===== src/rtl/sdram_word_controller.sv =====
// rtl/sdram_word_controller.sv - single-word SDRAM controller (CL2, BL1, auto-precharge, periodic refresh)
// Optional read/write statistics on debugString when SDRAM_STATS_EN is defined.
module sdram_word_controller #(
    parameter int INIT_WAIT      = 10000,
    parameter int REFRESH_PERIOD = 375,
    parameter int T_RFC          = 4
) (
    input  logic        clock_50Mhz,
    input  logic        reset_n,
    input  logic [24:0] sdram_inputAddress,
    input  logic [15:0] sdram_writeData,
    input  logic        sdram_isWriting,
    input  logic        sdram_inputValid,
    output logic        sdram_recievedCommand,
    output logic        sdram_isBusy,
    output logic [15:0] sdram_readData,
    output logic        sdram_outputValid,
    output logic [3:0]  dram_cmd_n,
    output logic [12:0] dram_addr,
    output logic [1:0]  dram_ba,
    output logic        dram_cke,
    output logic [1:0]  dram_dqm,
    output logic [15:0] dram_dq_out,
    output logic        dram_dq_oe,
    input  logic [15:0] dram_dq_in,
    output logic [31:0] debugString
);
    localparam logic [3:0] CMD_NOP       = 4'b0111;
    localparam logic [3:0] CMD_PRECHARGE = 4'b0010;
    localparam logic [3:0] CMD_REFRESH   = 4'b0001;
    localparam logic [3:0] CMD_LOAD_MODE = 4'b0000;
    localparam logic [3:0] CMD_ACTIVE    = 4'b0011;
    localparam logic [3:0] CMD_READ      = 4'b0101;
    localparam logic [3:0] CMD_WRITE     = 4'b0100;

    typedef enum logic [3:0] {
        S_INIT_WAIT, S_PRECHARGE, S_TRP, S_REF1, S_RFC1, S_REF2, S_RFC2, S_LMR,
        S_LMR_WAIT, S_IDLE, S_ACTIVE, S_RW, S_WAIT1, S_WAIT2, S_REFRESH, S_REF_WAIT
    } state_t;

    state_t      state_q, state_d;
    logic [15:0] cnt_q, cnt_d;
    logic [15:0] ref_cnt_q, ref_cnt_d;
    logic        ref_started_q, ref_started_d;
    logic        ref_pending_q, ref_pending_d;
    logic        cke_q;
    logic [24:0] addr_q, addr_d;
    logic [15:0] wdata_q, wdata_d;
    logic        wr_q, wr_d;
    logic [15:0] rdata_q, rdata_d;
    logic        ovalid_q, ovalid_d;
    logic        accept;
    logic        ref_expire;
    logic        refresh_req;

    assign ref_expire  = ref_started_q && (ref_cnt_q == 16'd1);
    assign refresh_req = ref_pending_q | ref_expire;

    always_ff @(posedge clock_50Mhz or negedge reset_n) begin
        if (!reset_n) begin
            state_q       <= S_INIT_WAIT;
            cnt_q         <= '0;
            ref_cnt_q     <= '0;
            ref_started_q <= 1'b0;
            ref_pending_q <= 1'b0;
            cke_q         <= 1'b0;
            addr_q        <= '0;
            wdata_q       <= '0;
            wr_q          <= 1'b0;
            rdata_q       <= '0;
            ovalid_q      <= 1'b0;
        end else begin
            state_q       <= state_d;
            cnt_q         <= cnt_d;
            ref_cnt_q     <= ref_cnt_d;
            ref_started_q <= ref_started_d;
            ref_pending_q <= ref_pending_d;
            cke_q         <= 1'b1;
            addr_q        <= addr_d;
            wdata_q       <= wdata_d;
            wr_q          <= wr_d;
            rdata_q       <= rdata_d;
            ovalid_q      <= ovalid_d;
        end
    end

    always_comb begin
        state_d = state_q;
        accept  = 1'b0;
        case (state_q)
            S_INIT_WAIT: if (cke_q && cnt_q == 16'(INIT_WAIT - 1)) state_d = S_PRECHARGE;
            S_PRECHARGE: state_d = S_TRP;
            S_TRP:       state_d = S_REF1;
            S_REF1:      state_d = S_RFC1;
            S_RFC1:      if (cnt_q == 16'(T_RFC - 1)) state_d = S_REF2;
            S_REF2:      state_d = S_RFC2;
            S_RFC2:      if (cnt_q == 16'(T_RFC - 1)) state_d = S_LMR;
            S_LMR:       state_d = S_LMR_WAIT;
            S_LMR_WAIT:  if (cnt_q == 16'd1) state_d = S_IDLE;
            S_IDLE: begin
                // Refresh wins over a coincident request; the request simply waits.
                if (refresh_req) begin
                    state_d = S_REFRESH;
                end else if (sdram_inputValid) begin
                    accept  = 1'b1;
                    state_d = S_ACTIVE;
                end
            end
            S_ACTIVE:    state_d = S_RW;
            S_RW:        state_d = S_WAIT1;
            S_WAIT1:     state_d = S_WAIT2;
            S_WAIT2:     state_d = S_IDLE;
            S_REFRESH:   state_d = S_REF_WAIT;
            S_REF_WAIT:  if (cnt_q == 16'(T_RFC - 1)) state_d = S_IDLE;
            default:     state_d = S_INIT_WAIT;
        endcase

        // Per-state cycle counter; the power-up wait only starts once CKE is high.
        if (state_d != state_q || (state_q == S_INIT_WAIT && !cke_q)) begin
            cnt_d = '0;
        end else begin
            cnt_d = cnt_q + 16'd1;
        end
    end

    always_comb begin
        ref_cnt_d     = ref_cnt_q;
        ref_started_d = ref_started_q;
        ref_pending_d = ref_pending_q;
        if (!ref_started_q) begin
            if (state_d == S_IDLE) begin
                ref_cnt_d     = 16'(REFRESH_PERIOD);
                ref_started_d = 1'b1;
            end
        end else if (ref_expire) begin
            ref_cnt_d = 16'(REFRESH_PERIOD);
        end else begin
            ref_cnt_d = ref_cnt_q - 16'd1;
        end
        if (state_q == S_REFRESH) ref_pending_d = 1'b0;
        if (ref_expire)           ref_pending_d = 1'b1;
    end

    always_comb begin
        addr_d   = addr_q;
        wdata_d  = wdata_q;
        wr_d     = wr_q;
        rdata_d  = rdata_q;
        ovalid_d = 1'b0;
        if (accept) begin
            addr_d  = sdram_inputAddress;
            wdata_d = sdram_writeData;
            wr_d    = sdram_isWriting;
        end
        // CL2 after the READ at A+2 puts data on the bus during A+4.
        if (state_q == S_WAIT2 && !wr_q) begin
            rdata_d  = dram_dq_in;
            ovalid_d = 1'b1;
        end
    end

    always_comb begin
        dram_cmd_n  = CMD_NOP;
        dram_addr   = '0;
        dram_ba     = '0;
        dram_dq_out = '0;
        dram_dq_oe  = 1'b0;
        case (state_q)
            S_PRECHARGE: begin
                dram_cmd_n = CMD_PRECHARGE;
                dram_addr  = 13'h0400;
            end
            S_REF1, S_REF2, S_REFRESH: dram_cmd_n = CMD_REFRESH;
            S_LMR: begin
                dram_cmd_n = CMD_LOAD_MODE;
                dram_addr  = 13'h0020;
            end
            S_ACTIVE: begin
                dram_cmd_n = CMD_ACTIVE;
                dram_ba    = addr_q[24:23];
                dram_addr  = addr_q[22:10];
            end
            S_RW: begin
                dram_ba   = addr_q[24:23];
                dram_addr = {2'b00, 1'b1, addr_q[9:0]};
                if (wr_q) begin
                    dram_cmd_n  = CMD_WRITE;
                    dram_dq_oe  = 1'b1;
                    dram_dq_out = wdata_q;
                end else begin
                    dram_cmd_n = CMD_READ;
                end
            end
            default: ;
        endcase
    end

    assign sdram_recievedCommand = accept;
    assign sdram_isBusy          = (state_q != S_IDLE) | refresh_req;
    assign sdram_readData        = rdata_q;
    assign sdram_outputValid     = ovalid_q;
    assign dram_cke              = cke_q;
    assign dram_dqm              = 2'b00;

`ifdef SDRAM_STATS_EN
    logic [15:0] rd_cnt_q, rd_cnt_d;
    logic [15:0] wr_cnt_q, wr_cnt_d;

    always_comb begin
        rd_cnt_d = rd_cnt_q;
        wr_cnt_d = wr_cnt_q;
        if (accept) begin
            if (sdram_isWriting) begin
                if (wr_cnt_q != 16'hFFFF) wr_cnt_d = wr_cnt_q + 16'd1;
            end else begin
                if (rd_cnt_q != 16'hFFFF) rd_cnt_d = rd_cnt_q + 16'd1;
            end
        end
    end

    always_ff @(posedge clock_50Mhz or negedge reset_n) begin
        if (!reset_n) begin
            rd_cnt_q <= '0;
            wr_cnt_q <= '0;
        end else begin
            rd_cnt_q <= rd_cnt_d;
            wr_cnt_q <= wr_cnt_d;
        end
    end

    assign debugString = {rd_cnt_q, wr_cnt_q};
`else
    assign debugString = 32'h0;
`endif

endmodule


===== config.mk =====
export PLATFORM = sky130hd
export DESIGN_NAME = sdram_word_controller
export DESIGN_NICKNAME = d
export VERILOG_FILES = /design/src/rtl/sdram_word_controller.sv
export SDC_FILE = /design/constraint.sdc
export NUM_CORES = 1
export LEC_CHECK = 0
export CORE_UTILIZATION = 40
export DETAILED_ROUTE_END_ITERATION = 16
export GPL_ROUTABILITY_DRIVEN = 0
export PLACE_DENSITY_LB_ADDON = 0.12
export SYNTH_ARGS = -nofsm -noshare
export SYNTH_HDL_FRONTEND = slang
export SYNTH_SLANG_ARGS = --single-unit
export TNS_END_PERCENT = 20

===== constraint.sdc =====
create_clock -name clock_50Mhz -period 4.1 [get_ports clock_50Mhz]
set_clock_uncertainty 0.1 [all_clocks]
set_input_delay 0.82 -clock clock_50Mhz [delete_from_list [all_inputs] [get_ports clock_50Mhz]]
set_output_delay 0.82 -clock clock_50Mhz [all_outputs]
set_load 0.03 [all_outputs]

# Yosys cells after proc, flatten, opt, wreduce, memory -nomap -nowiden
# Cells that the tools add are included.
classes:
  addsub: 2
  n_eq_ne: 22
  n_mux: 28
  bitwise: 2
  reduce_logical: 12
op_table:
  columns: ["op", "count"]
  rows:
  - ["2-to-1 mux 16 bit", 6]
  - ["one-hot mux 4 bit (16 select lines)", 1]
  - ["one-hot mux 13 bit (4 select lines)", 1]
  - ["equality test 4 bit, second input constant", 9]
  - ["equality test 16 x 1 -> 1 bit, second input constant", 2]
  - ["2-to-1 mux 4 bit", 7]
  - ["adder 16 x 1 -> 16 bit, second input constant", 1]
  - ["equality test 16 x 14 -> 1 bit, second input constant", 1]
  - ["equality test 16 x 2 -> 1 bit, second input constant", 1]
  - ["equality test 4 x 3 -> 1 bit, second input constant", 4]
  - ["subtractor 16 x 1 -> 16 bit, second input constant", 1]
  - ["one-hot mux 3 bit (5 select lines)", 1]
  - ["2-to-1 mux 1 bit", 11]
  - ["equality test 4 x 2 -> 1 bit, second input constant", 2]
  - ["equality test 4 x 1 -> 1 bit, second input constant", 1]
  - ["logical AND 1 bit", 4]
  - ["zero test 4 bit", 1]
  - ["!= test 4 bit", 1]
  - ["!= test 4 bit, second input constant", 1]
  - ["nonzero test 2 bit", 2]
  - ["OR reduction 3 bit", 1]
  - ["zero test 1 bit", 2]
  - ["2-to-1 mux 2 bit", 1]
  - ["OR 1 bit", 2]
  - ["other kinds (2)", 2]
word_totals:
  reg_bits: 98
  inputBits: 61
  out_inout_bits: 90
  word_cells: 77

# Depth between registers and ports, before layout
logic_depth:
  depth_word: 8
  ltp_mapped: 8
  depth_no_buf: 8

# Worst setup path after synthesis
# Ideal clock, no wire load.
synth_timing:
  kind: "flip-flop to output port"
  startpoint: "reg state_q[2]"
  endpoint: "out dram_dq_out[10]"
  arrival_ps: 1894
  required_ps: 3180
  slack_ps: 1286
  stages_incl_launch_ff: 7
  n_path_buf: 3
  cell_sequence: "dfrtp_1 > buf_2 > nor2b_1 > and3_1 > clkbuf_1 > clkbuf_1 > and2_1"
synth_between:
  elab_chain_len: 2
synth_lines:
  columns: ["element", "line", "text"]
  rows:
  - ["from (decl)", "41", "state_t state_q, state_d;"]
  - ["from (signal assigned)", "73", "state_q <= state_d;"]
  - ["equality test 4 bit", "168", "case (state_q)"]
  - ["2-to-1 mux 16 bit", "168", null]
  - ["to (decl)", "23", "output logic [15:0] dram_dq_out,"]
# No other way between the ends.

# Worst setup path in the final report
layout_timing:
  startpoint: "reg state_q[0]"
  endpoint: "out dram_addr[1]"
layout_between:
  elab_chain_len: 2
  elab_cells_between_ends: 5
  classes_between: "eq/ne: 4; mux: 1"
layout_lines:
  columns: ["element", "line", "text"]
  rows:
  - ["equality test 4 bit (tied with other cells)", "168", null]
  - ["one-hot mux 13 bit (4 select lines) (*)", "168", null]
  - ["to (decl)", "19", "output logic [12:0] dram_addr,"]
# Mark *: on every way between the ends. The rest lies on a longest branch, timed or not.

==> summary.txt <==
STA
  • Setup_tns: 0 ps
  • Tmin final: approximately 3700 ps
  • Peak Freq: 271 MHz
  • Hold Vio Cnt, Final: 0
  • Unrepaired setup endpoints after global routing: false
  • Tcrit/Tclk final: 0.900
  • Pins Over Slew Limit: 0
  • Final setup vio count: 0
  • Worst Tran Pin Value: between 1000 and 1500 ps
  • PnR worst setup slack: just over 400 ps
  • Relative slew slack: 0.308
  • WHS: around 400 ps

Die
  • I/O pin cnt: roughly 150
  • Full die area: between 10000 and 15000 µm²
  • Core footprint: 12600 µm²
  • # rows: 41
  • Die X: 116 µm
  • Die Ht: approximately 120 µm
  • Initial core utilization: 0.409

Clock tree
  • # resized after CTS: 0
  • Root buffer cell: clkbuf_16
  • Clock transition at path regs: around 70 ps
  • CTS Sinks: 98
  • Hold-fix buffers, CTS: 0
  • Clock Latency Late Sink: around 350 ps
  • Max Root-Sink Buffers: 2
  • Postcts setup bufs: 0
  • Inserted Clock Buffers: 9
  • H-tree Lvls: 3
  • CTS tree: yes

Power
  • Leak pwr: 2.79 nW
  • VDD IR max: between 0.3 and 0.4 mV
  • Power Density: approximately 630 nW/µm²

Synthesis
  • Post-synthesis adder-cell area fraction: 0.00969
  • Cell taking the most area after synthesis: dfrtp_1
  • Synth Area per Inst: approximately 11 µm²
  • Flops & latches, synth: between 90 and 100
  • Most frequent cell after synthesis: dfrtp_1
  • Ys async rst share: 1.00
  • Mapped cell area: approximately 5200 µm²
  • Top cell type's share of synthesized area: 0.475
  • Sequential area share after synthesis: 0.475
  • Main combinational cell family by area after synthesis: simple AND/OR/NAND/NOR gates
  • Synth Instances: approximately 480
  • Synth cell types: 61
  • Post-synthesis mux area share: 0.131
  • Commonest cells post-synth: dfrtp_1 (98), mux2_2 (60), buf_4 (40), nand2_1 (37), nor2_1 (34)
  • Yosys warnings: 0
  • Synth Area in Compound Gates: 0.0942
  • Post-Synth XOR/XNOR Area: 0.0339
  • Number of synthesized flops with an enable pin: 0
  • Ys flop type: dfrtp_1
  • Synth area leaders: dfrtp_1 (47%), mux2_2 (13%), buf_4 (5.8%)
  • Post-Synth Simple-Gate Area: 0.173

Layout
  • Util after Layout: 0.526
  • Area of the multi-input gates: roughly 2400 µm²
  • Fillers: about 1200
  • Layout area overhead: 28.5%
  • Share of cells above drive strength 1: 0.168
  • FF/Latch Area: about 2500 µm²
  • Antenna fix cells: 0
  • Nets@finish: 649

Global route
  • GRT Util Overall: 0.185
  • Antenna violations before repair: 0
  • First-pass GRT wire length: ~19000 µm
  • Overflow after GRT: 0
  • Largest net degree at the start of global routing: 75
  • Vias in the first global route: between 3000 and 4000

Min path
  • Min-Delay Path Depth: 1
  • Hold endpoint: addr_q[23]$_DFFE_PN0P_
  • Hold path startpoint: addr_q[23]$_DFFE_PN0P_
  • Worst hold path class: flip-flop to flip-flop

Critical path
  • R2R setup slack: around 1300 ps
  • CP startpoint kind: flip-flop
  • Worst setup path startpoint: state_q[0]$_DFF_PN0_
  • Crit Path Category: flip-flop to output pin
  • CP Data Required Time: roughly 3200 ps
  • R2r worst-path depth: 6
  • CP endpoint kind: output pin
  • Worst r2r src: ref_cnt_q[3]$_DFFE_PN0P_
  • CP arrival: between 2000 and 3000 ps
  • Reg-to-reg endpoint: wdata_q[11]$_DFFE_PN0P_
  • Crit path max fanout: 13

Routing
  • WL/cell: about 15 µm
  • Detailed-route DRC error count: 0
  • Drt total wl: about 11000 µm
  • Vias/cell: 4.93
  • 1st-pass router iterations: 4
  • Via count: approximately 3800
  • Iter 0 DRT Violations: about 180
  • DRT antenna net count: 0

Placed design
  • Dpl ws: approximately 790 ps
  • DP HPWL: 8110 µm
  • IO buf count: 115

Flow run
  • Max_cap viols: 0

Run status
  • Outcome: finished clean
[flip-flops by register name, summed over array words and instances, names as in the netlist]
register,cells
dram_cke,1
sdram_outputValid,1
addr_q,25
ref_cnt_q,16
cnt_q,16
wdata_q,16
ref_pending_q,1
state_q,4
ref_started_q,1
wr_q,1
sdram_readData,16
[where the power goes]
| group | switching (mW) | internal (mW) |
|---|---|---|
| Combinational | 0.958 | 0.829 |
| Sequential | 0.213 | 1.29 |
| Clock | 0.357 | 0.541 |
[per-layer routing]
metal  global-route usage  vias up  routed length [µm]
met1                0.228     1822                4960
met4               0.0795        0                 198
li1                     -     1807                   -
met5                    0        -                   0
met3               0.0769       13                1020
met2                0.285      109                5220
[critical path, stage by stage (launching register included)]
cell and delay (ps):
dfrtp_1 660, clkinv_1 410, and3_1 440, a22o_1 290, clkdlybuf4s50_1 620
[area by class of cell]
| class | instances | share of cell area |
|---|---|---|
| Multi-Input combinational cell | 344 | 0.365 |
| Timing Repair Buffer | 119 | 0.178 |
| Clock buffer | 15 | 0.0434 |
| Tap cell | 172 | 0.0324 |
| Sequential cell | 98 | 0.370 |
| Inverter | 12 | 0.00717 |
| Clock inverter | 1 | 0.00453 |
[cells in the final DEF (no fill, tap or decap), drive strengths merged, types with 9 or more instances in the layout]
master	n
dfrtp	98
nor2	34
nor4	9
o21ai	17
conb	36
nand3	11
xnor2	12
and2	24
a22o	9
clkdlybuf4s50	114
and3	9
clkbuf	15
nand2	38
mux2	60
inv	11
[metrics by stage]
step / instance area (µm²) / power (mW) / instances
2_1_floorplan: 5290 / 2.72 / 509
3_3_place_gp: 6320 / 3.30 / 745
3_5_place_dp: 6320 / 3.32 / 745
4_1_cts: 6640 / 4.24 / 761
5_1_grt: 6640 / 4.44 / 761
6_report: 6640 / 4.19 / 761
[worst max path at each step]
stage,endpoint,slack [ps]
after floorplan,dram_dq_out[10],1290
after global placement,dram_addr[1],760
after detailed placement,dram_addr[1],790
after CTS,dram_dq_out[10],410
after global routing,sdram_recievedCommand,250
final,dram_addr[1],410
[logic make-up (layout without fill, tap and decap cells)]
group | Yosys count | in the layout
xor+xnor | 20 | 20
buf+inv | 67 | 147
flops | 98 | 98
simple gates | 160 | 160
fa+ha+maj | 4 | 4
other cells | 2 | 36
mux | 60 | 60
compound gates | 64 | 64
Note: power is estimated with default switching activity, not from simulation.
